$ cat config.mk
export PLATFORM = sky130hd
export DESIGN_NAME = alu_op_issuer_flat
export DESIGN_NICKNAME = d
export VERILOG_FILES = /design/src/rtl/alu_op_issuer_if.sv /design/src/rtl/alu_op_issuer.sv /design/src/flat_wrapper.sv
export SDC_FILE = /design/constraint.sdc
export NUM_CORES = 1
export LEC_CHECK = 0
export CELL_PAD_IN_SITES_DETAIL_PLACEMENT = 0
export CELL_PAD_IN_SITES_GLOBAL_PLACEMENT = 1
export CORE_ASPECT_RATIO = 0.75
export CORE_MARGIN = 2
export CORE_UTILIZATION = 36
export CTS_CLUSTER_DIAMETER = 80
export DETAILED_ROUTE_END_ITERATION = 10
export HOLD_SLACK_MARGIN = 0.06
export PLACE_DENSITY = 0.82
export SKIP_CTS_REPAIR_TIMING = 1
export SLEW_MARGIN = 10
export SYNTH_ARGS = -nofsm -noshare
export SYNTH_HDL_FRONTEND = slang
export SYNTH_SLANG_ARGS = --single-unit
$ cat constraint.sdc
create_clock -name clk -period 2.7 [get_ports clk]
set_input_delay 0.405 -clock clk [delete_from_list [all_inputs] [get_ports clk]]
set_output_delay 0.405 -clock clk [all_outputs]
set_load 0.01 [all_outputs]
$ cat src/rtl/alu_op_issuer_if.sv
// Request, ALU-drive and response signals of the ALU op issuer.
// The issuer uses the slave modport; the control logic and ALU side use master.
interface alu_op_issuer_if #(
  parameter int unsigned DATA_W = 8
) ();
  logic              req_valid;
  logic              req_ready;
  logic [1:0]        req_opcode;
  logic [DATA_W-1:0] req_a;
  logic [DATA_W-1:0] req_b;

  logic [1:0]        alu_opcode;
  logic [DATA_W-1:0] alu_a;
  logic [DATA_W-1:0] alu_b;
  logic [DATA_W-1:0] alu_out;

  logic              rsp_valid;
  logic              rsp_ready;
  logic [DATA_W-1:0] rsp_data;
  logic [1:0]        rsp_opcode;

  logic              err_sticky;

  modport slave (
    input  req_valid, req_opcode, req_a, req_b, alu_out, rsp_ready,
    output req_ready, alu_opcode, alu_a, alu_b, rsp_valid, rsp_data, rsp_opcode, err_sticky
  );

  modport master (
    output req_valid, req_opcode, req_a, req_b, alu_out, rsp_ready,
    input  req_ready, alu_opcode, alu_a, alu_b, rsp_valid, rsp_data, rsp_opcode, err_sticky
  );
endinterface

$ cat src/rtl/alu_op_issuer.sv
// Issues one op at a time to a combinational ALU, waits a settle window, returns the result.
// Define ALU_ISSUER_CHECK_EN to enable the result self-check driving err_sticky.
module alu_op_issuer #(
  parameter int unsigned DATA_W        = 8,
  parameter int unsigned SETTLE_CYCLES = 1
) (
  input  logic            clk,
  input  logic            rst_n,
  alu_op_issuer_if.slave  bus
);

  if (SETTLE_CYCLES < 1 || SETTLE_CYCLES > 16) begin : g_bad_settle
    $error("alu_op_issuer: SETTLE_CYCLES must be in 1..16");
  end

  localparam int unsigned CntW = 4;
  typedef logic [CntW-1:0] cnt_t;
  localparam cnt_t CntInit = cnt_t'(SETTLE_CYCLES - 1);

  typedef enum logic [1:0] {
    StIdle,
    StSettle,
    StResp
  } state_e;

  state_e            state_q, state_d;
  cnt_t              cnt_q, cnt_d;
  logic              accept, capture, rsp_done;

  logic [1:0]        alu_opcode_q;
  logic [DATA_W-1:0] alu_a_q, alu_b_q;
  logic              rsp_valid_q;
  logic [DATA_W-1:0] rsp_data_q;
  logic [1:0]        rsp_opcode_q;
  logic              err_q, err_d;

  // Next-state and handshake strobes
  always_comb begin
    state_d  = state_q;
    cnt_d    = cnt_q;
    accept   = 1'b0;
    capture  = 1'b0;
    rsp_done = 1'b0;
    unique case (state_q)
      StIdle: begin
        if (bus.req_valid) begin
          accept  = 1'b1;
          cnt_d   = CntInit;
          state_d = StSettle;
        end
      end
      StSettle: begin
        if (cnt_q == '0) begin
          capture = 1'b1;
          state_d = StResp;
        end else begin
          cnt_d = cnt_q - cnt_t'(1);
        end
      end
      StResp: begin
        if (bus.rsp_ready) begin
          rsp_done = 1'b1;
          state_d  = StIdle;
        end
      end
      default: state_d = StIdle;
    endcase
  end

  always_ff @(posedge clk or negedge rst_n) begin
    if (!rst_n) begin
      state_q <= StIdle;
      cnt_q   <= '0;
    end else begin
      state_q <= state_d;
      cnt_q   <= cnt_d;
    end
  end

  // ALU operands change only on acceptance so alu_out is stable for the whole window
  always_ff @(posedge clk or negedge rst_n) begin
    if (!rst_n) begin
      alu_opcode_q <= 2'b00;
      alu_a_q      <= '0;
      alu_b_q      <= '0;
    end else if (accept) begin
      alu_opcode_q <= bus.req_opcode;
      alu_a_q      <= bus.req_a;
      alu_b_q      <= bus.req_b;
    end
  end

  always_ff @(posedge clk or negedge rst_n) begin
    if (!rst_n) begin
      rsp_valid_q  <= 1'b0;
      rsp_data_q   <= '0;
      rsp_opcode_q <= 2'b00;
    end else if (capture) begin
      rsp_valid_q  <= 1'b1;
      rsp_data_q   <= bus.alu_out;
      rsp_opcode_q <= alu_opcode_q;
    end else if (rsp_done) begin
      rsp_valid_q  <= 1'b0;
    end
  end

`ifdef ALU_ISSUER_CHECK_EN
  logic [DATA_W-1:0] model_out;
  logic              model_chk;

  // The function opcode has no reference behaviour, so it is never flagged
  always_comb begin
    model_out = '0;
    model_chk = 1'b1;
    unique case (alu_opcode_q)
      2'b00:   model_out = alu_a_q + alu_b_q;
      2'b01:   model_out = alu_a_q ^ alu_b_q;
      2'b10:   model_out = ~(alu_a_q & alu_b_q);
      default: model_chk = 1'b0;
    endcase
  end

  assign err_d = err_q | (capture & model_chk & (bus.alu_out != model_out));
`else
  assign err_d = 1'b0;
`endif

  always_ff @(posedge clk or negedge rst_n) begin
    if (!rst_n) begin
      err_q <= 1'b0;
    end else begin
      err_q <= err_d;
    end
  end

  assign bus.req_ready  = (state_q == StIdle);
  assign bus.alu_opcode = alu_opcode_q;
  assign bus.alu_a      = alu_a_q;
  assign bus.alu_b      = alu_b_q;
  assign bus.rsp_valid  = rsp_valid_q;
  assign bus.rsp_data   = rsp_data_q;
  assign bus.rsp_opcode = rsp_opcode_q;
  assign bus.err_sticky = err_q;

endmodule

$ cat src/flat_wrapper.sv
// flat-port wrapper written by rule: the top's interface ports become plain ports
module alu_op_issuer_flat 
#(
  parameter int unsigned DATA_W        = 8,
  parameter int unsigned SETTLE_CYCLES = 1
)
  (clk, rst_n, bus_req_valid, bus_req_opcode, bus_req_a, bus_req_b, bus_alu_out, bus_rsp_ready, bus_req_ready, bus_alu_opcode, bus_alu_a, bus_alu_b, bus_rsp_valid, bus_rsp_data, bus_rsp_opcode, bus_err_sticky);
  alu_op_issuer_if #(.DATA_W(DATA_W)) bus_i ();
  input  logic clk;
  input  logic rst_n;
  input wire logic [$bits(bus_i.req_valid)-1:0] bus_req_valid;
  input wire logic [$bits(bus_i.req_opcode)-1:0] bus_req_opcode;
  input wire logic [$bits(bus_i.req_a)-1:0] bus_req_a;
  input wire logic [$bits(bus_i.req_b)-1:0] bus_req_b;
  input wire logic [$bits(bus_i.alu_out)-1:0] bus_alu_out;
  input wire logic [$bits(bus_i.rsp_ready)-1:0] bus_rsp_ready;
  output wire logic [$bits(bus_i.req_ready)-1:0] bus_req_ready;
  output wire logic [$bits(bus_i.alu_opcode)-1:0] bus_alu_opcode;
  output wire logic [$bits(bus_i.alu_a)-1:0] bus_alu_a;
  output wire logic [$bits(bus_i.alu_b)-1:0] bus_alu_b;
  output wire logic [$bits(bus_i.rsp_valid)-1:0] bus_rsp_valid;
  output wire logic [$bits(bus_i.rsp_data)-1:0] bus_rsp_data;
  output wire logic [$bits(bus_i.rsp_opcode)-1:0] bus_rsp_opcode;
  output wire logic [$bits(bus_i.err_sticky)-1:0] bus_err_sticky;
  assign bus_i.req_valid = bus_req_valid;
  assign bus_i.req_opcode = bus_req_opcode;
  assign bus_i.req_a = bus_req_a;
  assign bus_i.req_b = bus_req_b;
  assign bus_i.alu_out = bus_alu_out;
  assign bus_i.rsp_ready = bus_rsp_ready;
  assign bus_req_ready = bus_i.req_ready;
  assign bus_alu_opcode = bus_i.alu_opcode;
  assign bus_alu_a = bus_i.alu_a;
  assign bus_alu_b = bus_i.alu_b;
  assign bus_rsp_valid = bus_i.rsp_valid;
  assign bus_rsp_data = bus_i.rsp_data;
  assign bus_rsp_opcode = bus_i.rsp_opcode;
  assign bus_err_sticky = bus_i.err_sticky;
  alu_op_issuer #(.DATA_W(DATA_W), .SETTLE_CYCLES(SETTLE_CYCLES)) u_core (.clk(clk), .rst_n(rst_n), .bus(bus_i));
endmodule
# == Word level (Yosys, flattened, before mapping) ==
# Cells that the tools add are included.
# totals
in_bits,30
register_bits,35
output_inout_bits,31
word_cells,36
# classes
n_eq_ne,6
n_reduce_logical,6
mux,15
addsub,1
# op_table
operator,n
1-bit two-way mux,8
4-bit two-way mux,2
4-bit case mux with 2 select lines,1
2-bit two-way mux,3
"2-bit != test, second input constant",3
2-bit case mux with 3 select lines,1
3-bit AND reduction,2
4-bit logical NOT,1
2-bit nonzero test,2
"4-bit by 1-bit subtractor with 4-bit output, second input constant",1
"2-bit by 1-bit == test with 1-bit output, second input constant",1
"2-bit == test, second input constant",1
2-bit logical NOT,1
"2-bit by 1-bit != test with 1-bit output, second input constant",1

# == Logic depth before layout (Yosys ltp) ==
# Gate-level depths: netlist of the first run.
# depth
word_depth,4
mapped_depth,6
ltp_nobuf,5

# == Worst setup path after synthesis of the first run ==
# OpenSTA, ideal clock, no wires.
# synth_path
path_kind,reg-to-reg
startpoint,register u_core.cnt_q[0]
endpoint,register u_core.rsp_data_q[0] (netlist: u_core.bus.rsp_data[0])
synth_period_minus_slack_ps,1603
path_buffers,1
stages_incl_launch_ff,7
path_slack_ps,1097
t_arrival_ps,1478
setup_ps,125
required_time_ps,2575
cell_sequence,dfrtp_1 > inv_1 > ha_1 > nor3b_4 > nand3_2 > buf_6 > mux2_4
# synth_via
elab_chain_cells,3
# synth_lines
item,line_no,text
from (decl),alu_op_issuer.sv:27,"cnt_t cnt_q, cnt_d;"
from (signal assigned),alu_op_issuer.sv:76,cnt_q <= cnt_d;
4-bit logical NOT,alu_op_issuer.sv:53,if (cnt_q == '0) begin
1-bit two-way mux,alu_op_issuer.sv:53,
1-bit two-way mux,alu_op_issuer.sv:44,unique case (state_q)
to (signal assigned),alu_op_issuer.sv:100,rsp_data_q <= bus.alu_out;
to (decl),alu_op_issuer.sv:33,logic [DATA_W-1:0] rsp_data_q;
# No other way between the ends.
# A chain may end at the register's enable or synchronous reset.

# == Worst setup path in the final report of the first run ==
# layout_path
startpoint,register u_core.cnt_q[0]
endpoint,register u_core.rsp_data_q[2] (netlist: u_core.bus.rsp_data[2])
# Same word-level chain as after synthesis.

==> summary.md, run 1 <==
| Metric | Value |
|---|---|
| Status | `finished clean` |
| Internal power | `2.03 mW` |
| Seq cells post-synth | `35` |
| Synth Area per Inst | `15.2 sq um` |
| Initial Util | `0.375` |
| CTS sink cnt | `35` |
| Final Setup Violations | `0` |
| Hold Path Class | `input pin to asynchronous set/reset pin` |
| Commonest cells post-synth | `35 x dfrtp_1, 19 x mux2_4, 10 x mux2_2` |
| TritonCTS Buffers | `5` |
| Remaining Overflow, GRT | `0` |
| Mux contribution to synthesized area | `0.260` |
| Reg2Reg Setup Slack | `0.73 ns` |
| Synth Area in Compound Gates | `0.0343` |
| Cell taking the most area after synthesis | `dfrtp_1` |
| Vias | `1035` |
| CP required | `2.86 ns` |
| Worst slew pin tran | `0.783 ns` |
| Worst Setup Start Kind | `flop` |
| Final slew viol count | `0` |
| Clk root buf | `clkbuf_8` |
| Global Route Usage Sum | `0.151` |
| Final setup TNS | `0 ns` |
| Residual DRC | `0` |
| Placed Area | `0.00214 sq mm` |
| Post-synth net total | `133` |
| Crit path largest cell delay | `0.43 ns` |
| Crit end category | `flop` |
| Hold WS | `0.205 ns` |
| Vias/cell | `4.75` |
| RSZ-0062 raised after global routing | `no` |
| Synth cell types | `26` |
| Count leader, synth | `dfrtp_1` |
| Slew Limit Headroom | `0.478` |
| Main flop type after synthesis | `dfrtp_1` |
| Largest net degree at the start of global routing | `36` |
| Sw Pwr | `860 uW` |
| Buffer and inverter count on the worst path | `1` |
| Die H | `60.5 um` |
| Antenna violations before repair | `0` |
| Max Fanout on Critical Path | `11` |
| Levels on crit path | `5` |
| Nets@finish | `194` |
| Die ar. | `0.00480 sq mm` |
| CP startpoint | `u_core.cnt_q[0]$_DFFE_PN0P_` |
| Sequential area share after synthesis | `0.572` |
| Total power | `2.89 mW` |
| Crit path cell chain | `inv_1 -> ha_1 -> nor3b_4 -> nand3_2 -> mux2_4` |
| Final count of hold timing violations | `0` |
| Critical Path Sink | `u_core.bus.rsp_data[2]$_DFFE_PN0P_` |
| Input/output buffers | `59` |
| WP data arrival | `2.14 ns` |
| DRT Pass-1 Iters | `4` |
| Reg area | `876 sq um` |
| Routability cong. | `0.721` |
| Final instance area | `0.00227 sq mm` |
| Sw frac | `0.298` |
| First-pass GRT wire length | `5.32 mm` |
| Footprint of the multi-input gates | `598 sq um` |
| Max VDD drop | `0.444 mV` |
| Area grow syn2layout | `48.4%` |
| Site Rows | `20` |
| Reg-to-reg endpoint | `u_core.bus.rsp_data[2]$_DFFE_PN0P_` |
| Mapped Cells | `101` |
| YS warnings | `0` |
| DR iter-0 viols | `28` |
| Fillers | `337` |
| Core area | `0.00408 sq mm` |
| Largest family of logic cells by synthesized area | `multiplexers` |
| Worst Setup Path Type | `flop to flop` |
| Yosys top cell area share | `0.572` |
| Clock buffer depth | `2` |
| Top post-synthesis cells by area | `dfrtp_1 57%, mux2_4 19%, mux2_2 7.4%` |
| Drt wl/cell | `15.1 um` |
| Crit path time final | `1.97 ns` |
| Vias in the first global route | `1047` |
| Final wirelength | `3.30 mm` |
| Die width | `79.3 um` |
| Skew-Pair Late Insertion Delay | `0.28 ns` |
| Antenna viol nets, final | `0` |
| Final worst path period share | `0.731` |
| Post-synth ARST share | `1.00` |
| Dpl ws | `0.725 ns` |
| Share of total power in the clock network | `0.191` |
| DP Wirelength | `2.40 mm` |
| I/O pins | `61` |
| Reg-to-Reg Start | `u_core.cnt_q[0]$_DFFE_PN0P_` |
| Top delay family on crit path | `simple AND/OR/NAND/NOR gates` |
| Clock-pin slew on the worst setup and hold paths | `0.07 ns` |
| Skew final | `0.00410 ns` |
| Worst Reg-to-Reg Cells | `5` |
| Flop pwr share | `0.344` |
| Adder-cell share of the synthesized area | `0.0163` |
| Setup WS post-layout | `0.726 ns` |
| Fmax achieved | `507 MHz` |
| Pwr/cell area | `1270 mW/mm^2` |
| Cell Area, Synth | `0.00153 sq mm` |
| EDFF count, synth | `0` |
| Leak Pwr | `0.993 nW` |
| TritonCTS clock tree | `done` |
| H-tree Lvls | `2` |
| Slowest CP cell | `dfrtp_1` |
| Max cap viols | `0` |
| Simple-Gate Fraction of Synth Area | `0.0776` |
| Layout cell share with drive strength beyond 1 | `0.258` |
| Combinational fraction of design power | `0.466` |
| XOR/XNOR Fraction of Synth Area | `0` |
| Antenna Cells | `0` |
[metal layers]
| layer | share of wire | global-route usage | up-vias |
|---|---|---|---|
| met5 | 0 | 0 | - |
| met1 | 0.47 | 0.201 | 514 |
| li1 | - | - | 473 |
| met3 | 0.076 | 0.0655 | 2 |
| met4 | 0.0082 | 0.0493 | 0 |
| met2 | 0.45 | 0.225 | 46 |
[stage by stage]
stage,cells,util
2_1_floorplan,101,-
3_3_place_gp,210,0.525
3_5_place_dp,210,0.525
4_1_cts,218,0.557
5_1_grt,218,0.557
6_report,218,0.557
[sequential cells by signal, indices dropped and copies added, names as in the netlist]
signal,count
u_core.bus.alu_a,8
u_core.bus.alu_b,8
u_core.bus.rsp_data,8
u_core.cnt_q,4
u_core.bus.alu_opcode,2
u_core.bus.rsp_opcode,2
u_core.state_q,2
u_core.bus.rsp_valid,1
[worst register-to-register path: stages, from the launching register on]
cell and delay [ns]:
dfrtp_1 0.43, inv_1 0.10, ha_1 0.18, nor3b_4 0.36, nand3_2 0.37, mux2_4 0.42
[cell type report]
type | count | area share
sequential | 35 | 0.385
multi-input combinational | 58 | 0.263
timing repair buffer | 59 | 0.258
clock buffer | 6 | 0.0319
tap | 55 | 0.0303
clock inverter | 2 | 0.0264
inverter | 3 | 0.00496
[power by group through the flow]
stage | sequential [mW] | clock (mW) | combinational [mW]
4_1_cts | 0.992 | 0.565 | 1.36
5_1_grt | 1.03 | 0.593 | 1.44
6_report | 0.992 | 0.550 | 1.34
3_5_place_dp | 1.00 | 0 | 1.35
3_3_place_gp | 0.977 | 0 | 1.31
2_1_floorplan | 1.06 | 0 | 0.678
[layout by cell type, fill, tap and decap left out]
master / instances
a21oi_1: 3
nor3_1: 2
nand2_1: 4
nor2_1: 1
nor3b_4: 1
ha_1: 2
inv_1: 3
mux2_4: 19
clkbuf_8: 5
clkbuf_1: 1
o21ai_0: 1
bufinv_16: 2
o41ai_1: 1
buf_2: 1
or4b_2: 1
nand3_2: 1
dfrtp_1: 35
mux2_2: 10
clkdlybuf4s50_1: 58
nand3_1: 4
nor2_2: 1
o21bai_1: 1
o31ai_1: 1
or4b_1: 1
a22o_1: 1
nor2b_1: 1
conb_1: 1
and2_4: 1
[worst min-delay path by stage]
stage | startpoint | endpoint | slack, ns | depth (start not counted)
4_1_cts | rst_n | u_core.bus.rsp_data[0]$_DFFE_PN0P_ | 0.22 | 1
5_1_grt | rst_n | u_core.bus.rsp_data[0]$_DFFE_PN0P_ | 0.25 | 1
3_3_place_gp | u_core.bus.rsp_data[7]$_DFFE_PN0P_ | u_core.bus.rsp_data[7]$_DFFE_PN0P_ | 0.49 | 1
3_5_place_dp | u_core.bus.rsp_data[7]$_DFFE_PN0P_ | u_core.bus.rsp_data[7]$_DFFE_PN0P_ | 0.50 | 1
6_report | rst_n | u_core.bus.rsp_data[0]$_DFFE_PN0P_ | 0.21 | 1
2_1_floorplan | rst_n | u_core.bus.alu_a[0]$_DFFE_PN0P_ | 0.11 | 0
[kinds of logic (layout without fill, tap and decap cells)]
group / Yosys count / in the layout
and+or+nand+nor: 18 / 18
muxes: 29 / 29
AOI/OAI and AO/OA: 8 / 8
adders and majority gates: 2 / 2
DFF: 35 / 35
buffers and inverters: 8 / 70
other: 1 / 1
(Power assumes the default switching activity.)
==> inputs of run 2 (changes only) <==
- CORE_UTILIZATION: 36 -> 34
- PLACE_DENSITY: 0.82 -> 0.78
- clock period: 2.7 -> 2 ns (I/O delays scaled with it)
==> summary.md, run 2 (same netlist as run 1, synthesis figures left out) <==
| Metric | Value |
|---|---|
| Site Rows | `21 (+5.0%)` |
| Final slew viol count | `0 (unchanged)` |
| Worst Setup Start Kind | `flop` |
| Layout cell share with drive strength beyond 1 | `0.267 (+0.00900)` |
| Vias in the first global route | `1010 (-3.5%)` |
| DRT Pass-1 Iters | `4 (unchanged)` |
| Residual DRC | `0 (unchanged)` |
| Input/output buffers | `59 (unchanged)` |
| Largest net degree at the start of global routing | `36 (unchanged)` |
| CP required | `1.70 ns (-1.16 ns)` |
| Vias | `1002 (-3.2%)` |
| WP data arrival | `1.54 ns (-0.60 ns)` |
| RSZ-0062 raised after global routing | `no` |
| TritonCTS Buffers | `5 (unchanged)` |
| Clock-pin slew on the worst setup and hold paths | `0.07 ns (about the same)` |
| Most frequent cells in the layout | `59 x clkdlybuf4s50_1, 35 x dfrtp_1, 19 x mux2_4` |
| Clk root buf | `clkbuf_8` |
| Max cap viols | `0 (unchanged)` |
| Fillers | `377 (+12%)` |
| Worst Setup Path Type | `flop to primary output` |
| Global Route Usage Sum | `0.133 (-0.0184)` |
| Vias/cell | `4.51 (-4.9%)` |
| Skew-Pair Late Insertion Delay | `0.28 ns (about the same)` |
| Area grow syn2layout | `48.5%` |
| Final cell count without fillers | `222 (+1.8%)` |
| Final setup TNS | `0 ns (unchanged)` |
| Routability cong. | `0.807 (+12%)` |
| Most common cell after layout, fill and taps aside | `clkdlybuf4s50_1` |
| Fin util | `0.518 (-0.0387)` |
| Final count of hold timing violations | `0 (unchanged)` |
| Clock buffer depth | `2 (unchanged)` |
| DP Wirelength | `2.29 mm (-4.4%)` |
| Initial Util | `0.349 (-0.0264)` |
| Antenna Cells | `0 (unchanged)` |
| First-pass GRT wire length | `5.06 mm (-4.9%)` |
| Max VDD drop | `0.766 mV (+72%)` |
| Final worst path period share | `0.919` |
| DR iter-0 viols | `32 (+14%)` |
| Max Fanout on Critical Path | `13 (+2)` |
| Antenna violations before repair | `0 (unchanged)` |
| Skew final | `0.00417 ns (+0.0000606 ns)` |
| Pwr/cell area | `1660 mW/mm^2 (+31%)` |
| Leak Pwr | `0.995 nW (+0.26%)` |
| Die ar. | `0.00506 sq mm (+5.5%)` |
| CTS sink cnt | `35 (unchanged)` |
| Die H | `62.1 um (+2.7%)` |
| Placed Instances | `214 (+1.9%)` |
| Die width | `81.5 um (+2.7%)` |
| Crit end category | `primary output` |
| Antenna viol nets, final | `0 (unchanged)` |
| CP startpoint | `u_core.state_q[0]$_DFFE_PN0P_` |
| Crit path time final | `1.84 ns` |
| Final wirelength | `3.17 mm (-4.0%)` |
| Reg-to-Reg Start | `u_core.cnt_q[0]$_DFFE_PN0P_` |
| TritonCTS clock tree | `done` |
| Hold Path Class | `input pin to asynchronous set/reset pin` |
| Fmax achieved | `544 MHz` |
| Status | `finished clean` |
| H-tree Lvls | `2 (unchanged)` |
| I/O pins | `61 (unchanged)` |
| Drt wl/cell | `14.3 um (-5.8%)` |
| Remaining Overflow, GRT | `0 (unchanged)` |
| Nets@finish | `196 (+1.0%)` |
| Core area | `0.00439 sq mm (+7.6%)` |
| Final Setup Violations | `0 (unchanged)` |
run 2: cell count changes in the layout (fill, tap and decap cells not counted):
| cell | before | now |
|---|---|---|
| buf_2 | 1 | 0 |
| buf_4 | 0 | 2 |
| bufinv_16 | 2 | 1 |
| clkbuf_1 | 1 | 0 |
| clkdlybuf4s50_1 | 58 | 59 |
| clkinv_2 | 0 | 1 |
| clkinv_4 | 0 | 1 |
run 2: critical path, stage by stage, from the launching register on:
cell and delay [ns]:
dfrtp_1 0.52, nor2_2 0.18, clkdlybuf4s50_1 0.56
run 2: worst paths after layout:
path,cells past startpoint,end,slack (ns)
max,2,bus_req_ready,0.16
min,2,u_core.bus.alu_b[6]$_DFFE_PN0P_,0.42
max reg2reg,5,u_core.bus.rsp_opcode[0]$_DFFE_PN0P_,0.21
min reg2reg,1,u_core.bus.rsp_data[5]$_DFFE_PN0P_,0.51
max in group asynchronous,2,u_core.bus.rsp_data[7]$_DFFE_PN0P_,1.27
min in group clk,1,u_core.bus.rsp_data[5]$_DFFE_PN0P_,0.51
run 2: cell type report:
class	instances	area [sq um]	area share
clock buffers	5	68.8	0.0303
clock inverters	3	43.8	0.0193
inverters	3	11.3	0.00495
multi-input cells	58	598	0.263
flip-flops and latches	35	876	0.385
well taps	57	71.3	0.0314
repair buffers	61	606	0.266
run 2: stage by stage:
stage	area, sq um	power (mW)	setup WS (ns)	hold slack (ns)
2_1_floorplan	1530	2.34	0.397	0.00441
3_3_place_gp	2160	3.13	0.287	0.490
3_5_place_dp	2160	3.18	0.202	0.494
4_1_cts	2270	3.82	0.151	0.432
5_1_grt	2270	4.04	0.0704	0.462
6_report	2270	3.78	0.162	0.421
run 2: per-layer routing:
layer	part of all wire	global-route usage	vias up
met2	0.43	0.194	42
li1	-	-	474
met5	0	0	-
met4	0.012	0.0508	0
met3	0.090	0.0465	4
met1	0.46	0.180	482
run 2: power breakdown:
group	total (mW)	leakage [nW]	switching, mW	internal, mW
clock network	0.630	0.0581	0.259	0.371
logic	1.83	0.520	0.647	1.18
registers	1.32	0.417	0.257	1.07
total	3.78	0.995	1.16	2.62
